[src/rtl/gin_pkg.sv]
// rtl/gin_pkg.sv - shared types and helpers for the GIN bus controller
//
// Purpose: controller state encoding, the wildcard-tag helper and the
//          length of the ID programming sequence.
// Ports:   none (package).
package gin_pkg;

  typedef enum logic [1:0] {
    ST_IDLE  = 2'd0,
    ST_DRAIN = 2'd1,
    ST_PROG  = 2'd2,
    ST_RUN   = 2'd3
  } gin_state_t;

  localparam int GRID_X_DEF = 10;
  localparam int GRID_Y_DEF = 10;
  localparam int CFG_LEN    = GRID_Y_DEF + GRID_Y_DEF * GRID_X_DEF;

  // Programming length for any grid: GRID_Y row IDs followed by every col ID.
  function automatic int cfg_len(input int grid_x, input int grid_y);
    return grid_y + grid_y * grid_x;
  endfunction

  // True when the low w bits of tag are all ones (w <= 8).
  function automatic logic is_wildcard(input logic [7:0] tag, input int unsigned w);
    logic [7:0] mask;
    mask = (8'd1 << w) - 8'd1;
    return (tag & mask) == mask;
  endfunction

endpackage

[src/rtl/gin_row_ctrl.sv]
// rtl/gin_row_ctrl.sv - one PE row: ID storage, tag match and row readiness
//
// Purpose: stores one row ID and GRID_X col IDs, matches the incoming tags
//          against them, and reports whether all current targets in the row
//          are ready.
// Ports:   i_clk/i_rstb       clock, async active-low reset
//          i_row_we/i_col_we  ID write strobes (col one-hot per PE)
//          i_row_wdata/i_col_wdata  truncated cfg_id
//          i_row_tag/i_col_tag      tags of the word on the input port
//          i_tgt              registered enable_x of this row (current targets)
//          i_pe_ready         per-PE ready of this row
//          o_en_y/o_en_x      combinational match enables for the input word
//          o_row_ready        every target in this row is ready
module gin_row_ctrl
  import gin_pkg::*;
#(
  parameter int GRID_X   = 10,
  parameter int ROW_ID_W = 4,
  parameter int COL_ID_W = 5
) (
  input  logic                i_clk,
  input  logic                i_rstb,
  input  logic                i_row_we,
  input  logic [GRID_X-1:0]   i_col_we,
  input  logic [ROW_ID_W-1:0] i_row_wdata,
  input  logic [COL_ID_W-1:0] i_col_wdata,
  input  logic [ROW_ID_W-1:0] i_row_tag,
  input  logic [COL_ID_W-1:0] i_col_tag,
  input  logic [GRID_X-1:0]   i_tgt,
  input  logic [GRID_X-1:0]   i_pe_ready,
  output logic [GRID_X-1:0]   o_en_y,
  output logic [GRID_X-1:0]   o_en_x,
  output logic                o_row_ready
);

  logic [ROW_ID_W-1:0] r_row_id;
  logic [COL_ID_W-1:0] r_col_id [GRID_X];
  logic                w_row_hit;
  logic                w_col_wild;

  always_ff @(posedge i_clk or negedge i_rstb) begin
    if (!i_rstb) begin
      r_row_id <= '0;
      for (int c = 0; c < GRID_X; c++) r_col_id[c] <= '0;
    end else begin
      if (i_row_we) r_row_id <= i_row_wdata;
      for (int c = 0; c < GRID_X; c++) begin
        if (i_col_we[c]) r_col_id[c] <= i_col_wdata;
      end
    end
  end

  assign w_row_hit  = is_wildcard(8'(i_row_tag), ROW_ID_W) | (i_row_tag == r_row_id);
  assign w_col_wild = is_wildcard(8'(i_col_tag), COL_ID_W);

  always_comb begin
    o_en_x = '0;
    for (int c = 0; c < GRID_X; c++) begin
      o_en_x[c] = w_row_hit & (w_col_wild | (i_col_tag == r_col_id[c]));
    end
  end

  assign o_en_y = {GRID_X{w_row_hit}};

  // Non-targets are masked out so their readiness never stalls the word.
  assign o_row_ready = &(~i_tgt | i_pe_ready);

endmodule

[src/rtl/gin_bus_controller.sv]
// rtl/gin_bus_controller.sv - GIN controller multicasting tagged words to the PE array
//
// Purpose: programs per-PE row/col IDs serially, then accepts tagged words and
//          presents each to the PEs whose IDs match, holding it until every
//          target is ready.
// Ports:   i_clk/i_rstb         clock, async active-low reset
//          i_prog_start         begin (or restart) ID programming
//          i_cfg_valid/i_cfg_id ID stream, rows first then cols row-major
//          o_prog_done          pulse when the last ID is stored
//          i_in_valid/o_in_ready, i_in_data, i_in_row_tag, i_in_col_tag  input word
//          o_out_data/o_out_valid  word presented to the array
//          o_enable_y/o_enable_x   per-PE enables, index r*GRID_X+c
//          i_pe_ready           per-PE ready
//          o_nomatch            pulse: accepted word had no target
module gin_bus_controller
  import gin_pkg::*;
#(
  parameter int BITWIDTH = 16,
  parameter int GRID_X   = 10,
  parameter int GRID_Y   = 10,
  parameter int ROW_ID_W = 4,
  parameter int COL_ID_W = 5,
  parameter int CFG_W    = 5
) (
  input  logic                       i_clk,
  input  logic                       i_rstb,
  input  logic                       i_prog_start,
  input  logic                       i_cfg_valid,
  input  logic [CFG_W-1:0]           i_cfg_id,
  output logic                       o_prog_done,
  input  logic                       i_in_valid,
  output logic                       o_in_ready,
  input  logic signed [BITWIDTH-1:0] i_in_data,
  input  logic [ROW_ID_W-1:0]        i_in_row_tag,
  input  logic [COL_ID_W-1:0]        i_in_col_tag,
  output logic signed [BITWIDTH-1:0] o_out_data,
  output logic                       o_out_valid,
  output logic [GRID_X*GRID_Y-1:0]   o_enable_y,
  output logic [GRID_X*GRID_Y-1:0]   o_enable_x,
  input  logic [GRID_X*GRID_Y-1:0]   i_pe_ready,
  output logic                       o_nomatch
);

  localparam int NPE = GRID_X * GRID_Y;
  localparam int LEN = cfg_len(GRID_X, GRID_Y);
  localparam int K_W = $clog2(LEN);

  gin_state_t                 r_state;
  logic [K_W-1:0]             r_k;
  logic signed [BITWIDTH-1:0] r_out_data;
  logic                       r_out_valid;
  logic [NPE-1:0]             r_en_x;
  logic [NPE-1:0]             r_en_y;
  logic                       r_prog_done;
  logic                       r_nomatch;

  logic [NPE-1:0]    w_en_x;
  logic [NPE-1:0]    w_en_y;
  logic [GRID_Y-1:0] w_row_ready;
  logic              w_fire;
  logic              w_accept;
  logic              w_cfg_wr;
  logic              w_last;
  logic              w_any_tgt;

  assign w_fire     = r_out_valid & (&w_row_ready);
  assign o_in_ready = (r_state == ST_RUN) & (~r_out_valid | w_fire);
  assign w_accept   = i_in_valid & o_in_ready;
  // prog_start wins over a coincident cfg word: the restart discards it.
  assign w_cfg_wr   = (r_state == ST_PROG) & i_cfg_valid & ~i_prog_start;
  assign w_last     = (r_k == K_W'(LEN - 1));
  assign w_any_tgt  = |w_en_x;

  for (genvar r = 0; r < GRID_Y; r++) begin : g_row
    logic [GRID_X-1:0] w_col_we;
    logic              w_row_we;

    assign w_row_we = w_cfg_wr & (r_k == K_W'(r));
    for (genvar c = 0; c < GRID_X; c++) begin : g_col
      assign w_col_we[c] = w_cfg_wr & (r_k == K_W'(GRID_Y + r * GRID_X + c));
    end

    gin_row_ctrl #(
      .GRID_X  (GRID_X),
      .ROW_ID_W(ROW_ID_W),
      .COL_ID_W(COL_ID_W)
    ) u_row (
      .i_clk      (i_clk),
      .i_rstb     (i_rstb),
      .i_row_we   (w_row_we),
      .i_col_we   (w_col_we),
      .i_row_wdata(i_cfg_id[ROW_ID_W-1:0]),
      .i_col_wdata(i_cfg_id[COL_ID_W-1:0]),
      .i_row_tag  (i_in_row_tag),
      .i_col_tag  (i_in_col_tag),
      .i_tgt      (r_en_x[r*GRID_X +: GRID_X]),
      .i_pe_ready (i_pe_ready[r*GRID_X +: GRID_X]),
      .o_en_y     (w_en_y[r*GRID_X +: GRID_X]),
      .o_en_x     (w_en_x[r*GRID_X +: GRID_X]),
      .o_row_ready(w_row_ready[r])
    );
  end

  always_ff @(posedge i_clk or negedge i_rstb) begin
    if (!i_rstb) begin
      r_state     <= ST_IDLE;
      r_k         <= '0;
      r_out_data  <= '0;
      r_out_valid <= 1'b0;
      r_en_x      <= '0;
      r_en_y      <= '0;
      r_prog_done <= 1'b0;
      r_nomatch   <= 1'b0;
    end else begin
      r_prog_done <= 1'b0;
      r_nomatch   <= 1'b0;

      // A new word in the same edge as a fire simply replaces the old one.
      if (w_accept) begin
        r_out_data  <= i_in_data;
        r_en_x      <= w_en_x;
        r_en_y      <= w_en_y;
        r_out_valid <= w_any_tgt;
        r_nomatch   <= ~w_any_tgt;
      end else if (w_fire) begin
        r_out_valid <= 1'b0;
      end

      case (r_state)
        ST_IDLE: begin
          if (i_prog_start) begin
            r_state <= ST_PROG;
            r_k     <= '0;
          end
        end
        ST_RUN: begin
          if (i_prog_start) begin
            r_k     <= '0;
            r_state <= (r_out_valid | w_accept) ? ST_DRAIN : ST_PROG;
          end
        end
        ST_DRAIN: begin
          if (!r_out_valid || w_fire) r_state <= ST_PROG;
        end
        ST_PROG: begin
          if (i_prog_start) begin
            r_k <= '0;
          end else if (i_cfg_valid) begin
            if (w_last) begin
              r_k         <= '0;
              r_prog_done <= 1'b1;
              r_state     <= ST_RUN;
            end else begin
              r_k <= r_k + K_W'(1);
            end
          end
        end
        default: r_state <= ST_IDLE;
      endcase
    end
  end

  assign o_out_data  = r_out_data;
  assign o_out_valid = r_out_valid;
  assign o_enable_x  = r_en_x;
  assign o_enable_y  = r_en_y;
  assign o_prog_done = r_prog_done;
  assign o_nomatch   = r_nomatch;

endmodule

[config.mk]
export PLATFORM = sky130hd
export DESIGN_NAME = gin_bus_controller
export DESIGN_NICKNAME = d
export VERILOG_FILES = /design/src/rtl/gin_pkg.sv /design/src/rtl/gin_row_ctrl.sv /design/src/rtl/gin_bus_controller.sv
export SDC_FILE = /design/constraint.sdc
export NUM_CORES = 1
export LEC_CHECK = 0
export ABC_AREA = 1
export BUFFER_PORTS_ARGS = -buffer_cell sky130_fd_sc_hd__buf_2
export CAP_MARGIN = 20
export CORE_MARGIN = 3
export CORE_UTILIZATION = 30
export DETAILED_ROUTE_END_ITERATION = 16
export PLACE_DENSITY = 0.45
export SYNTH_ARGS = -nofsm -noshare
export SYNTH_HDL_FRONTEND = slang
export SYNTH_SLANG_ARGS = --single-unit
[constraint.sdc]
create_clock -name i_clk -period 2.1 [get_ports i_clk]
set_clock_uncertainty 0.15 [all_clocks]
set_input_delay 0 -clock i_clk [delete_from_list [all_inputs] [get_ports i_clk]]
set_output_delay 0 -clock i_clk [all_outputs]
set_load 0.01 [all_outputs]
==> metrics <==
vias=between 30,000 and 40,000; Yosys cell types=26; PwrDens=779 nW/um^2; layout cell share with drive strength beyond 1=0.245; synth warn=0; Post-Syn Instances=4,536; internal power=between 0.02 and 0.03 W; sequential fraction of the synthesis area=0.485; IO buf count=354; largest net degree at the start of global routing=63; DRT Wirelength=~140 mm; setup ws final=-0.670 ns; Starting Density=0.304; Detail Route Antenna Nets=0; asr flop ratio synth=1.00; clock period minus worst slack=~2.8 ns; most common cell in the synthesized netlist=nand2_1; I/O pin count=approximately 360; crit end category=flop; Final Hold Vio Count=0; failing checks=setup timing; Nets=5,453; DRC Markers=0; Commonest cells post-synth=nand2_1, dfrtp_1, o21ai_0, inv_1, nor2_1; final setup vio count=about 130; clock share of power=0.403; DP Wirelength=97.3 mm; top cell type's share of synthesized area=0.485; Clock Tree Buf Depth=3; CTS H-Tree Depth=3; clock root cell=clkbuf_16; Tightest Pin Transition=around 0.55 ns; die span in x=347 um; Logic pwr share=0.216; main area contributors after synthesis=dfrtp_1, nand2_1, o21ai_0; Inserted Diodes=0; register share of total power=0.380; worst path arrival time=3.16 ns; Crit Path Class=reg -> reg; die footprint=121,000 um^2; Sw Ratio=0.300; initial antenna violation count=5; area of the core=115,000 um^2; Syn Nets=4,680; CTS sink cnt=678; Tcrit/Tclk final=1.32; via/cell ratio=4.61; Cell Area, Synth=35,000 um^2; Clock Latency Late Sink=0.66 ns; area leader, netlist=dfrtp_1; most common flop cell mapped by yosys=dfrtp_1; status=finished with violations; first-pass GRT wire length=204 mm; vias in the first global route=30,400; gpl congestion=0.971; Worst setup SP type=flop; vertical die dimension=347 um; fmax=361 MHz; synth-to-layout area growth=36.0%; Detailed Routing Iterations Pass 1=5; end-of-flow core utilization=0.414; CTS tree=built; #FFs+latches synth=just under 700; P_sw=0.0111 W; Mean Syn Cell Area=between 7 and 8 um^2; Post-synth EDFFs=0; floorplan row count=around 120; DRT iter0 DRCs=approximately 2,300; Worst slew margin=0.636; clk slew on worst S/H paths=0.06 ns; Setup TNS Final=-75.55 ns; worst path required time=between 2 and 2.5 ns; CP max FO=7; Overflow after GRT=0; Slew Limit Fails=0; RSZ-0062 raised after global routing=true; Max rail drop VDD=0.498 mV; Num CTS Buffers=81; max_cap viols=0; Total GRT Usage=0.223; worst min-delay path class=in -> reg; DR WL/cell=19.9 um; static leakage=24.1 nW
-- metrics by stage --
stage	power (W)	hold slack, ns	cell area [um^2]	worst slack [ns]	instances
5_1_grt	0.0386	0.102	47500	-0.730	6885
4_1_cts	0.0369	0.0205	46700	-0.599	6875
6_report	0.0370	0.0537	47500	-0.670	6885
2_1_floorplan	0.0182	-0.446	35000	0.00484	4536
3_5_place_dp	0.0210	-0.207	42300	-0.985	6657
3_3_place_gp	0.0210	-0.200	42300	-0.976	6657
-- layout make-up --
cell class,instances,area (um^2)
clock inverters,36,440
flip-flops and latches,678,17000
clock buffers,111,2360
multi-input cells,3234,16200
fillers,11700,67400
inverters,339,1310
well taps,1512,1890
repair buffers,975,8390
-- critical path, stage by stage, from the launching register on --
cell,delay [ns]
dfrtp_1,0.43
clkinvlp_4,0.23
o22ai_4,0.12
nor2_4,0.22
nand4_1,0.14
nor3_2,0.31
nand2_2,0.11
nand2_2,0.10
buf_6,0.11
nand3_4,0.16
buf_8,0.21
buf_16,0.15
buf_6,0.12
nand2_2,0.04
o21ai_1,0.05
-- path summary, 6_finish.rpt --
| kind | startpoint | end | slack (ns) | cells after the start |
|---|---|---|---|---|
| max in group asynchronous | i_rstb | g_row[1].u_row.r_row_id[2] | 0.76 | 5 |
| setup / recovery | o_enable_x[58] | o_enable_x[27] | -0.67 | 14 |
| min in group asynchronous | i_rstb | g_row[6].u_row.r_col_id[46] | 0.48 | 4 |
| hold reg to reg | o_out_data[13] | o_out_data[13] | 0.33 | 2 |
| setup reg to reg | o_enable_x[58] | o_enable_x[27] | -0.67 | 14 |
| hold / removal | i_in_row_tag[0] | o_enable_y[89] | 0.05 | 7 |
-- layer usage --
| metal | wire length (um) | GRT usage |
|---|---|---|
| met5 | 13 | 0 |
| met3 | 6600 | 0.0299 |
| met4 | 4260 | 0.0720 |
| met2 | 62800 | 0.363 |
| met1 | 63600 | 0.309 |
-- logic make-up (layout without fill, tap and decap cells) --
logic type,Yosys count,in the layout,share of synthesized area
simple gates,2174,2174,0.239
compound gates,719,719,0.105
flops,678,678,0.485
buf+inv,624,1461,0.0842
xor+xnor,332,332,0.0832
fa+ha+maj,9,9,0.00322
-- cell usage in the layout, fill, tap and decap left out, types with 5 or more instances in the layout --
cell type      instances
buf_12               104
buf_16                10
buf_2                348
buf_4                410
buf_6                 42
buf_8                 11
bufinv_16              8
clkbuf_1              10
clkbuf_16             88
clkbuf_8              18
clkinv_2              18
clkinvlp_4             7
dfrtp_1              678
dlygate4sd3_1         45
ha_1                   8
inv_1                318
inv_2                 12
inv_4                  5
nand2_1             1558
nand2_2              109
nand2_4               60
nand2_8                5
nand3_1               99
nand4_1               14
nor2_1               294
nor2_4                19
o21ai_0              544
o21ai_1               96
o21ai_2               21
o22ai_1               46
xnor2_1              118
xor2_1               214
-- power by group through the flow --
stage | clock network, W | registers (W) | logic, W
3_3_place_gp | 0 | 0.0143 | 0.00676
5_1_grt | 0.0158 | 0.0142 | 0.00863
3_5_place_dp | 0 | 0.0143 | 0.00674
6_report | 0.0149 | 0.0141 | 0.00800
4_1_cts | 0.0153 | 0.0141 | 0.00752
2_1_floorplan | 0 | 0.0144 | 0.00379
-- registers in the layout (all words and copies together) (netlist names) --
name	count
o_prog_done	1
o_enable_x	100
o_out_valid	1
o_out_data	16
o_enable_y	10
r_state	2
g_row.u_row.r_row_id	40
g_row.u_row.r_col_id	500
r_k	7
o_nomatch	1
-- timing repair --
action	in CTS	in global routing
pin swaps	16	23
buffers inserted	13	7
hold buffers	46	0
resized for setup	246	293
setup endpoints to repair	649	664
hold endpoints to repair	1353	0
gates cloned	12	9
Note: power is estimated with default switching activity, not from simulation.
